`src/rtl/thermo_bar_ramp_if.sv`:
```
// Level request and bar-display bundle between the level source and the
// bar driver. The master side issues level requests and watches the
// display status. The slave side is the bar driver itself.
interface thermo_bar_ramp_if #(
  parameter int IN_W  = 4,
  parameter int BAR_N = 15
);
  localparam int LVL_W = $clog2(BAR_N + 1);

  logic [IN_W-1:0]  level_in;
  logic             level_vld;
  logic [BAR_N-1:0] bar_out;
  logic [LVL_W-1:0] disp_lvl;
  logic             busy;
  logic             done;

  modport master (
    output level_in, level_vld,
    input  bar_out, disp_lvl, busy, done
  );

  modport slave (
    input  level_in, level_vld,
    output bar_out, disp_lvl, busy, done
  );
endinterface

```
`src/rtl/thermo_bar_ramp.sv`:
```
// Thermometer bar driver: the displayed level ramps toward a target, one LED per tick.
// Latency: the first step lands TICK_DIV cycles after a load, and the bar decodes disp with no added delay.
// No backpressure: a new level_vld load always wins, and peak hold is built in when THERMO_BAR_PEAK_EN is defined.
module thermo_bar_ramp #(
  parameter int IN_W      = 4,
  parameter int BAR_N     = 15,
  parameter int TICK_DIV  = 4,
  parameter int PEAK_HOLD = 8
) (
  input  logic              clk,
  input  logic              rst_n,
  thermo_bar_ramp_if.slave  bus
);
  localparam int LVL_W = $clog2(BAR_N + 1);
  localparam int TW    = (TICK_DIV > 1) ? $clog2(TICK_DIV) : 1;
  localparam int CW    = ((IN_W > LVL_W) ? IN_W : LVL_W) + 1;
  localparam logic [TW-1:0]    TICK_LAST = TW'(TICK_DIV - 1);
  localparam logic [LVL_W-1:0] BAR_MAX   = LVL_W'(BAR_N);

  typedef enum logic [1:0] {IDLE, UP, DOWN} state_t;

  state_t           state_q, state_d;
  logic [LVL_W-1:0] disp_q, disp_d;
  logic [LVL_W-1:0] target_q, target_d;
  logic [TW-1:0]    tick_q, tick_d;
  logic             done_q, done_d;
  logic [LVL_W-1:0] load_lvl;
  logic [BAR_N-1:0] bar_therm;
  logic [BAR_N-1:0] peak_bits;

  // Clamp the request to the bar length. The compare is widened so that
  // neither operand truncates.
  always_comb begin
    load_lvl = LVL_W'(bus.level_in);
    if (CW'(bus.level_in) > CW'(BAR_N)) load_lvl = BAR_MAX;
  end

  // Ramp step, target load and next-state decision. A load overrides a step
  // that falls on the same edge.
  always_comb begin
    target_d = target_q;
    disp_d   = disp_q;
    tick_d   = '0;
    if (state_q != IDLE) begin
      if (tick_q == TICK_LAST) begin
        disp_d = (state_q == UP) ? disp_q + LVL_W'(1) : disp_q - LVL_W'(1);
      end else begin
        tick_d = tick_q + TW'(1);
      end
    end
    if (bus.level_vld) begin
      target_d = load_lvl;
      disp_d   = disp_q;
      tick_d   = '0;
    end
    if (disp_d == target_d)     state_d = IDLE;
    else if (disp_d < target_d) state_d = UP;
    else                        state_d = DOWN;
    done_d = (state_q != IDLE) && (state_d == IDLE);
  end

  // Ramp state registers. The state is registered from the next disp and
  // target, so busy and done line up with disp.
  always_ff @(posedge clk) begin
    if (!rst_n) begin
      state_q  <= IDLE;
      disp_q   <= '0;
      target_q <= '0;
      tick_q   <= '0;
      done_q   <= 1'b0;
    end else begin
      state_q  <= state_d;
      disp_q   <= disp_d;
      target_q <= target_d;
      tick_q   <= tick_d;
      done_q   <= done_d;
    end
  end

  // Build the thermometer from a generic per-bit compare against disp.
  for (genvar i = 0; i < BAR_N; i++) begin : g_therm
    assign bar_therm[i] = (disp_q > LVL_W'(i));
  end

`ifdef THERMO_BAR_PEAK_EN
  localparam int HW = (PEAK_HOLD > 0) ? $clog2(PEAK_HOLD + 1) : 1;

  logic [TW-1:0]    ptick_q, ptick_d;
  logic [LVL_W-1:0] peak_q, peak_d;
  logic [HW-1:0]    hold_q, hold_d;
  logic             ptick_fire;

  // Peak marker: it follows a rising disp, holds for PEAK_HOLD ticks, then
  // decays by one per tick. Its tick runs freely, so decay continues in IDLE.
  always_comb begin
    ptick_fire = (ptick_q == TICK_LAST);
    ptick_d    = ptick_fire ? '0 : ptick_q + TW'(1);
    peak_d     = peak_q;
    hold_d     = hold_q;
    if (disp_q >= peak_q) begin
      peak_d = disp_q;
      hold_d = HW'(PEAK_HOLD);
    end else if (ptick_fire) begin
      if (hold_q != '0) hold_d = hold_q - HW'(1);
      else              peak_d = peak_q - LVL_W'(1);
    end
  end

  // Peak tracking registers.
  always_ff @(posedge clk) begin
    if (!rst_n) begin
      ptick_q <= '0;
      peak_q  <= '0;
      hold_q  <= '0;
    end else begin
      ptick_q <= ptick_d;
      peak_q  <= peak_d;
      hold_q  <= hold_d;
    end
  end

  for (genvar i = 0; i < BAR_N; i++) begin : g_peak
    assign peak_bits[i] = (peak_q > disp_q) && (peak_q == LVL_W'(i + 1));
  end
`else
  assign peak_bits = '0;
`endif

  assign bus.bar_out  = bar_therm | peak_bits;
  assign bus.disp_lvl = disp_q;
  assign bus.busy     = (state_q != IDLE);
  assign bus.done     = done_q;
endmodule

```
`src/flat_wrapper.sv`:
```
// flat-port wrapper written by rule: the top's interface ports become plain ports
module thermo_bar_ramp_flat 
#(
  parameter int IN_W      = 4,
  parameter int BAR_N     = 15,
  parameter int TICK_DIV  = 4,
  parameter int PEAK_HOLD = 8
)
  (clk, rst_n, bus_level_in, bus_level_vld, bus_bar_out, bus_disp_lvl, bus_busy, bus_done);
  thermo_bar_ramp_if #(.IN_W(IN_W), .BAR_N(BAR_N)) bus_i ();
  input  logic clk;
  input  logic rst_n;
  input wire logic [$bits(bus_i.level_in)-1:0] bus_level_in;
  input wire logic [$bits(bus_i.level_vld)-1:0] bus_level_vld;
  output wire logic [$bits(bus_i.bar_out)-1:0] bus_bar_out;
  output wire logic [$bits(bus_i.disp_lvl)-1:0] bus_disp_lvl;
  output wire logic [$bits(bus_i.busy)-1:0] bus_busy;
  output wire logic [$bits(bus_i.done)-1:0] bus_done;
  assign bus_i.level_in = bus_level_in;
  assign bus_i.level_vld = bus_level_vld;
  assign bus_bar_out = bus_i.bar_out;
  assign bus_disp_lvl = bus_i.disp_lvl;
  assign bus_busy = bus_i.busy;
  assign bus_done = bus_i.done;
  thermo_bar_ramp #(.IN_W(IN_W), .BAR_N(BAR_N), .TICK_DIV(TICK_DIV), .PEAK_HOLD(PEAK_HOLD)) u_core (.clk(clk), .rst_n(rst_n), .bus(bus_i));
endmodule
```
`config.mk`:
```
export PLATFORM = sky130hd
export DESIGN_NAME = thermo_bar_ramp_flat
export DESIGN_NICKNAME = d
export VERILOG_FILES = /design/src/rtl/thermo_bar_ramp_if.sv /design/src/rtl/thermo_bar_ramp.sv /design/src/flat_wrapper.sv
export SDC_FILE = /design/constraint.sdc
export NUM_CORES = 1
export LEC_CHECK = 0
export BUFFER_PORTS_ARGS = -buffer_cell sky130_fd_sc_hd__buf_2
export CORE_MARGIN = 2
export CORE_UTILIZATION = 46
export CTS_BUF_LIST = sky130_fd_sc_hd__clkbuf_4 sky130_fd_sc_hd__clkbuf_8
export CTS_CLUSTER_DIAMETER = 200
export CTS_CLUSTER_SIZE = 10
export DETAILED_ROUTE_END_ITERATION = 10
export GPL_ROUTABILITY_DRIVEN = 0
export GPL_TIMING_DRIVEN = 0
export PLACE_DENSITY = 0.73
export SYNTH_ARGS = -nofsm -noshare
export SYNTH_HDL_FRONTEND = slang
export SYNTH_SLANG_ARGS = --single-unit
export TNS_END_PERCENT = 20
```
`constraint.sdc`:
```
create_clock -name clk -period 2.4 [get_ports clk]
set_clock_uncertainty 0.15 [all_clocks]
set_input_delay 0.48 -clock clk [delete_from_list [all_inputs] [get_ports clk]]
set_output_delay 0.48 -clock clk [all_outputs]
set_load 0.02 [all_outputs]
```
==> run_results.csv, run 1 <==
group,metric,value,unit
cells_and_area,multi_input_area,536,um^2
worst_setup_path,cp-start-kind,"register",
worst_setup_path,path_class,"register to output port",
drt,route.detailed.drc,0,
worst_setup_path,slowest_delay,410,ps
power_and_ir_drop,power_report.internal_total,0.000325,W
worst_setup_path,cp.buffers_inverters,2,
grt,grt_pass1_vias,599,
floorplan,fp.dieArea,2190,um^2
clock_tree,clkLatencyLatePin,280,ps
logic_synthesis,synth.net_count,109,
sta,setup_tns,0,ps
sta,worst_hold_slack,282,ps
clock_tree,clkSlewWorstSetupHoldPaths,70,ps
drt,route.final.wire_length,1.58,mm
sta,relSlewSlack,75.4,%
clock_tree,ctsRootBufferMaster,"clkbuf_4",
logic_synthesis,netlist.top_cell.by_area,"dfxtp_1",
clock_tree,cts.sinks,13,
placed_design,place.detailed.hpwl,1.22,mm
placed_design,dpl.cell_count,144,
logic_synthesis,biggest_area_contributors_in_the_synthesized_netlist,"dfxtp_1 31%, ha_1 13%, mux2i_1 4.8%",
grt,grt_busiest_layer,"met2",
worst_setup_path,worst-endpoint-required,1770,ps
drt,routed_wire_length_per_instance,10.6,um
job,maxCapViolations,0,
logic_synthesis,yosys_register_bits,13,
cells_and_area,fillCellCount,164,
logic_synthesis,syn-instance-count,93,
power_and_ir_drop,p_leak,0.517,nW
sta,rsz0062_at_grt,"false",
sta,final-setup-viol-count,0,
logic_synthesis,ys_types,34,
floorplan,core-area,1730,um^2
sta,worst_slew_pin_slew,369,ps
grt,initial_antenna_violation_count,0,
sta,timing.final.crit_share,90.8,%
clock_tree,deepest_level_of_the_cts_h_tree,1,
drt,first_pass_iteration_count_of_the_detailed_router,4,
drt,total_number_of_vias,732,
grt,gr-usage-met3,2.31,%
cells_and_area,post_layout_nonfiller_instances,148,
drt,final_antenna_net_count,0,
floorplan,core.rowCount,15,
logic_synthesis,synth_top_area_share,31.0,%
worst_setup_path,critical_path.top_delay_family,"flip-flops",
logic_synthesis,ys_top_cells_by_count,"13 x dfxtp_1, 9 x ha_1, 8 x nand2_1, 7 x nor2_1",
worst_setup_path,worst-path-max-fanout,7,
logic_synthesis,synth_edf_count,0,
clock_tree,cts_tree,"yes",
grt,grt.met2_usage,26.9,%
power_and_ir_drop,post-layout-total-power,0.000427,W
worst_setup_path,worst_path_max_delay_cell,"dfxtp_2",
floorplan,dieWidth,46.8,um
grt,global_route.overflow_total,0,
logic_synthesis,synth_area_per_cell,9.04,um^2
worst_setup_path,crit_arrival,1550,ps
outcome,status,"completed",
sta,timing.final.max_slew_violations,0,
cells_and_area,drive_gt1_share,32.5,%
logic_synthesis,yosys.cell_count.top_type,"dfxtp_1",
power_and_ir_drop,p_sw,0.000102,W
cells_and_area,ff_latch_area,263,um^2
clock_tree,cts-hold-fix-buffers,0,
power_and_ir_drop,clock_power_share,33.9,%
worst_setup_path,crit_chain,"inv_1, ha_1, nor2_1, a21o_1, buf_2",
power_and_ir_drop,worst_ir_drop_vdd,0.000280,V
floorplan,die_ht,46.8,um
floorplan,num_io_pins,28,
cells_and_area,final_antenna_diode_count,0,
placed_design,numPortBuffers,26,
power_and_ir_drop,comb_power_share,12.2,%
sta,max_freq,459,MHz
cells_and_area,areaGrowthSynthToFinish,23.1,%
power_and_ir_drop,seq_power_share,53.9,%
logic_synthesis,yosys_most_used_dff,"dfxtp_1",
floorplan,floorplan.initialDensity,48.7,%
grt,largest_net_degree_at_the_start_of_global_routing,11,
sta,finalHoldViolations,0,
drt,drt_first_iter_violations,9,
logic_synthesis,syn_area,841,um^2
sta,finalWorstSetupSlack,222,ps
hold_path,worst_hold_path_type,"input pin to register",
drt,route.detailed.vias_per_inst,4.95,
logic_synthesis,sequential_share_of_the_synthesized_area,31.0,%
worst_setup_path,timing.critical_path.to_type,"output port",
sta,finalCriticalPeriod,2180,ps
cells_and_area,final_nets,140,
clock_tree,cts_max_path_buffers,2,
grt,grt_first_pass_wirelength,2.43,mm
logic_synthesis,asyncSetResetFlopFracSynth,0,%
grt,global_route.usage.total,16.1,%
grt,met1_track_usage_gr,18.7,%
power_and_ir_drop,powerDensity,413,nW/um^2
power_and_ir_drop,sw_frac_of_total,23.9,%
logic_synthesis,yosys_warnings,0,
placed_design,detailedPlace.worstSlack,138,ps
clock_tree,cts-buffers-inserted,3,
-- stage by stage --
step / cell area, um^2 / util, %
global placement: 1000 / 58.0
detailed placement: 1000 / 58.0
CTS: 1030 / 59.8
global route: 1030 / 59.9
finish: 1030 / 59.9
floorplan: 841 / -
-- repair_timing --
action / CTS / global route
resized for setup: 0 / 2
setup buffers: 0 / 0
endpoints found under the setup margin: 0 / 4
-- registers in the layout, summed over array words and instances, names as in the netlist --
signal               flops
u_core.bus.disp_lvl      4
u_core.target_q          4
u_core.bus.done          1
u_core.tick_q            2
u_core.state_q           2
-- cells by family (layout without fill, tap and decap cells) --
kind of cell | after synthesis | after routing | share of synthesized area (%)
and+or+nand+nor | 38 | 38 | 28.0
AOI/OAI and AO/OA | 15 | 15 | 13.1
DFF | 13 | 13 | 31.0
buffers and inverters | 10 | 40 | 5.36
adders and majority gates | 9 | 9 | 13.4
muxes | 5 | 5 | 6.10
xor gates and xnor gates | 3 | 3 | 3.13
-- cell usage in the layout (no fill, tap or decap), types with 2 or more instances in the layout --
cell       n
a21oi_1    4
xnor2_1    3
nor2b_1    6
nor2_1     7
mux2i_1    4
nand3b_1   2
dfxtp_2    2
buf_2     26
and2_1     3
dfxtp_1   11
clkbuf_1   3
clkbuf_4   4
nor3_1     2
ha_1       9
nand2_1    8
o21ai_0    3
inv_1      6
-- final timing paths --
| path | start | endpoint | slack (ps) | cells after the start |
|---|---|---|---|---|
| setup reg to reg | u_core.tick_q[0]$_SDFF_PP0_ | u_core.state_q[1]$_SDFF_PN0_ | 240 | 9 |
| hold / removal | bus_level_vld | u_core.tick_q[0]$_SDFF_PP0_ | 280 | 2 |
| setup / recovery | u_core.bus.disp_lvl[0]$_SDFF_PN0_ | bus_bar_out[5] | 220 | 5 |
| hold reg to reg | u_core.tick_q[0]$_SDFF_PP0_ | u_core.tick_q[0]$_SDFF_PP0_ | 280 | 1 |
-- power groups by stage --
stage	registers, W	clock network, W	logic [W]
6_report	0.000230	0.000145	0.0000523
5_1_grt	0.000232	0.000157	0.0000583
3_5_place_dp	0.000236	0	0.0000530
3_3_place_gp	0.000235	0	0.0000515
4_1_cts	0.000231	0.000147	0.0000532
2_1_floorplan	0.000235	0	0.0000389
-- per-layer routing --
layer  vias to the layer above  part of all wire (%)
met1                       329                    47
met4                         0                   2.5
met2                        22                    46
met3                         5                   5.1
met5                         -                     0
li1                        376                     -
-- final cells by class --
class,instances,share of cell area [%]
Clock buffer,4,2.90
Inverter,6,2.18
Multi-Input combinational cell,70,51.8
Sequential cell,13,25.4
Tap cell,25,3.02
Buffer,4,2.18
Timing Repair Buffer,26,12.6
No activity file was read; power rests on OpenSTA's default activity.
==> run 2, diff against run 1 <==
--- a/config.mk
+++ b/config.mk
@@ -14,7 +14,7 @@
 export DETAILED_ROUTE_END_ITERATION = 10
 export GPL_ROUTABILITY_DRIVEN = 0
 export GPL_TIMING_DRIVEN = 0
-export PLACE_DENSITY = 0.73
+export PLACE_DENSITY = 0.81
 export SYNTH_ARGS = -nofsm -noshare
 export SYNTH_HDL_FRONTEND = slang
 export SYNTH_SLANG_ARGS = --single-unit
==> run_results.csv, run 2 (synthesized netlist as in run 1, its figures left out) <==
group,metric,value,unit
outcome,status,"completed",
drt,drt_first_iter_violations,1,
worst_setup_path,cp.buffers_inverters,0,
drt,route.final.wire_length,1.69,mm
worst_setup_path,crit_arrival,2280,ps
clock_tree,deepest_level_of_the_cts_h_tree,1,
drt,total_number_of_vias,726,
grt,global_route.overflow_total,0,
worst_setup_path,worst-path-max-fanout,5,
worst_setup_path,timing.critical_path.mode_cell,"ha_1",
cells_and_area,post_layout_nonfiller_instances,148,
sta,worst_slew_pin_slew,373,ps
power_and_ir_drop,p_leak,0.517,nW
placed_design,numPortBuffers,26,
sta,finalHoldViolations,0,
drt,routed_wire_length_per_instance,11.4,um
worst_setup_path,cp-start-kind,"register",
worst_setup_path,timing.critical_path.to_type,"register",
floorplan,core.rowCount,15,
floorplan,floorplan.initialDensity,48.7,%
cells_and_area,fillCellCount,180,
grt,initial_antenna_violation_count,0,
worst_setup_path,critical_path.top_delay_family,"adder cells",
worst_setup_path,worst_path_max_delay_cell,"dfxtp_1",
placed_design,dpl.cell_count,144,
clock_tree,cts.sinks,13,
job,maxCapViolations,0,
cells_and_area,final_antenna_diode_count,0,
cells_and_area,final_nets,140,
power_and_ir_drop,worst_ir_drop_vdd,0.000434,V
cells_and_area,layout.cells.most_common_list,"26 x buf_2, 11 x dfxtp_1, 9 x ha_1, 8 x nand2_1, 7 x nor2_1",
worst_setup_path,path_class,"register to register",
worst_setup_path,slowest_delay,340,ps
hold_path,worst_hold_path_type,"input pin to register",
drt,route.detailed.vias_per_inst,4.91,
floorplan,core-area,1730,um^2
grt,global_route.usage.total,15.5,%
sta,final-setup-viol-count,0,
worst_setup_path,worst-endpoint-required,2430,ps
floorplan,fp.dieArea,2190,um^2
sta,setup_tns,0,ps
clock_tree,cts_max_path_buffers,2,
sta,timing.final.max_slew_violations,0,
drt,route.detailed.drc,0,
cells_and_area,drive_gt1_share,32.5,%
grt,grt_first_pass_wirelength,2.37,mm
worst_setup_path,crit_chain,"ha_1, nand2b_4, nor4b_4, a41oi_2, xnor2_1, ha_1, a21oi_1, o21ai_0, nor2b_1",
cells_and_area,mostFrequentLayoutCell,"buf_2",
worst_setup_path,reg2reg_slack,140,ps
sta,max_freq,443,MHz
floorplan,num_io_pins,28,
sta,rsz0062_at_grt,"false",
clock_tree,clkLatencyLatePin,280,ps
cells_and_area,areaGrowthSynthToFinish,23.1,%
grt,grt_pass1_vias,590,
floorplan,die_ht,46.8,um
floorplan,dieWidth,46.8,um
clock_tree,post-cts-setup-buffer-count,0,
sta,relSlewSlack,75.1,%
power_and_ir_drop,powerDensity,414,nW/um^2
sta,timing.final.crit_share,94.0,%
drt,final_antenna_net_count,0,
clock_tree,clkSlewWorstSetupHoldPaths,70,ps
drt,first_pass_iteration_count_of_the_detailed_router,4,
placed_design,place.detailed.hpwl,1.33,mm
grt,largest_net_degree_at_the_start_of_global_routing,11,
sta,finalCriticalPeriod,2260,ps
clock_tree,ctsRootBufferMaster,"clkbuf_4",
clock_tree,cts-buffers-inserted,3,
clock_tree,cts_tree,"yes",
-- run 2: metrics by stage --
stage | instance area, um^2 | hold WS [ps] | util (%) | power [W] | setup WS [ps]
after floorplan | 841 | 255 | - | 0.000274 | 175
after global placement | 1000 | 263 | 58.0 | 0.000287 | 184
after detailed placement | 1000 | 281 | 58.0 | 0.000289 | 126
after CTS | 1030 | 284 | 59.8 | 0.000429 | 44.5
after global routing | 1030 | 290 | 59.9 | 0.000443 | 4.38
final | 1030 | 280 | 59.9 | 0.000429 | 143
-- run 2: metal layers --
metal	global-route usage [%]	part of all wire, %	vias up
met5	0	0	-
met4	10.0	2.1	0
met3	1.15	3.8	5
met2	28.9	49	22
met1	16.6	44	321
li1	-	-	378
-- run 2: worst register-to-register path, stage by stage, from the launching register on --
cell and delay [ps]:
dfxtp_1 340, ha_1 280, nand2b_4 90, nor4b_4 270, a41oi_2 90, xnor2_1 180, ha_1 330, a21oi_1 150
o21ai_0 130, nor2b_1 150
-- run 2: path summary, 6_finish.rpt --
kind,endpoint,startpoint,cells after the start
max reg2reg,u_core.state_q[1]$_SDFF_PN0_,u_core.tick_q[0]$_SDFF_PP0_,9
max,u_core.state_q[1]$_SDFF_PN0_,u_core.tick_q[0]$_SDFF_PP0_,9
min,u_core.tick_q[0]$_SDFF_PP0_,bus_level_vld,2
min reg2reg,u_core.tick_q[0]$_SDFF_PP0_,u_core.tick_q[0]$_SDFF_PP0_,1
-- run 2: where the power goes --
part / leakage (nW) / switching, W / internal [W] / total (W)
registers: 0.107 / 0.00000695 / 0.000224 / 0.000231
clock network: 0.0184 / 0.0000682 / 0.0000758 / 0.000144
logic: 0.392 / 0.0000284 / 0.0000252 / 0.0000536
-- run 2: what timing repair did --
| item | 4_1_cts | 5_1_grt |
|---|---|---|
| hold buffers | 0 | 0 |
| setup endpoints to repair | 0 | 1 |
| gates resized for setup | 0 | 2 |
-- run 2: final cells by class --
class                           instances  area, um^2  area share (%)
Buffer                                  4        22.5            2.18
Timing Repair Buffer                   26         130            12.6
Tap cell                               25        31.3            3.02
Inverter                                6        22.5            2.18
Clock buffer                            4        30.0            2.90
Multi-Input combinational cell         70         536            51.8
Sequential cell                        13         263            25.4
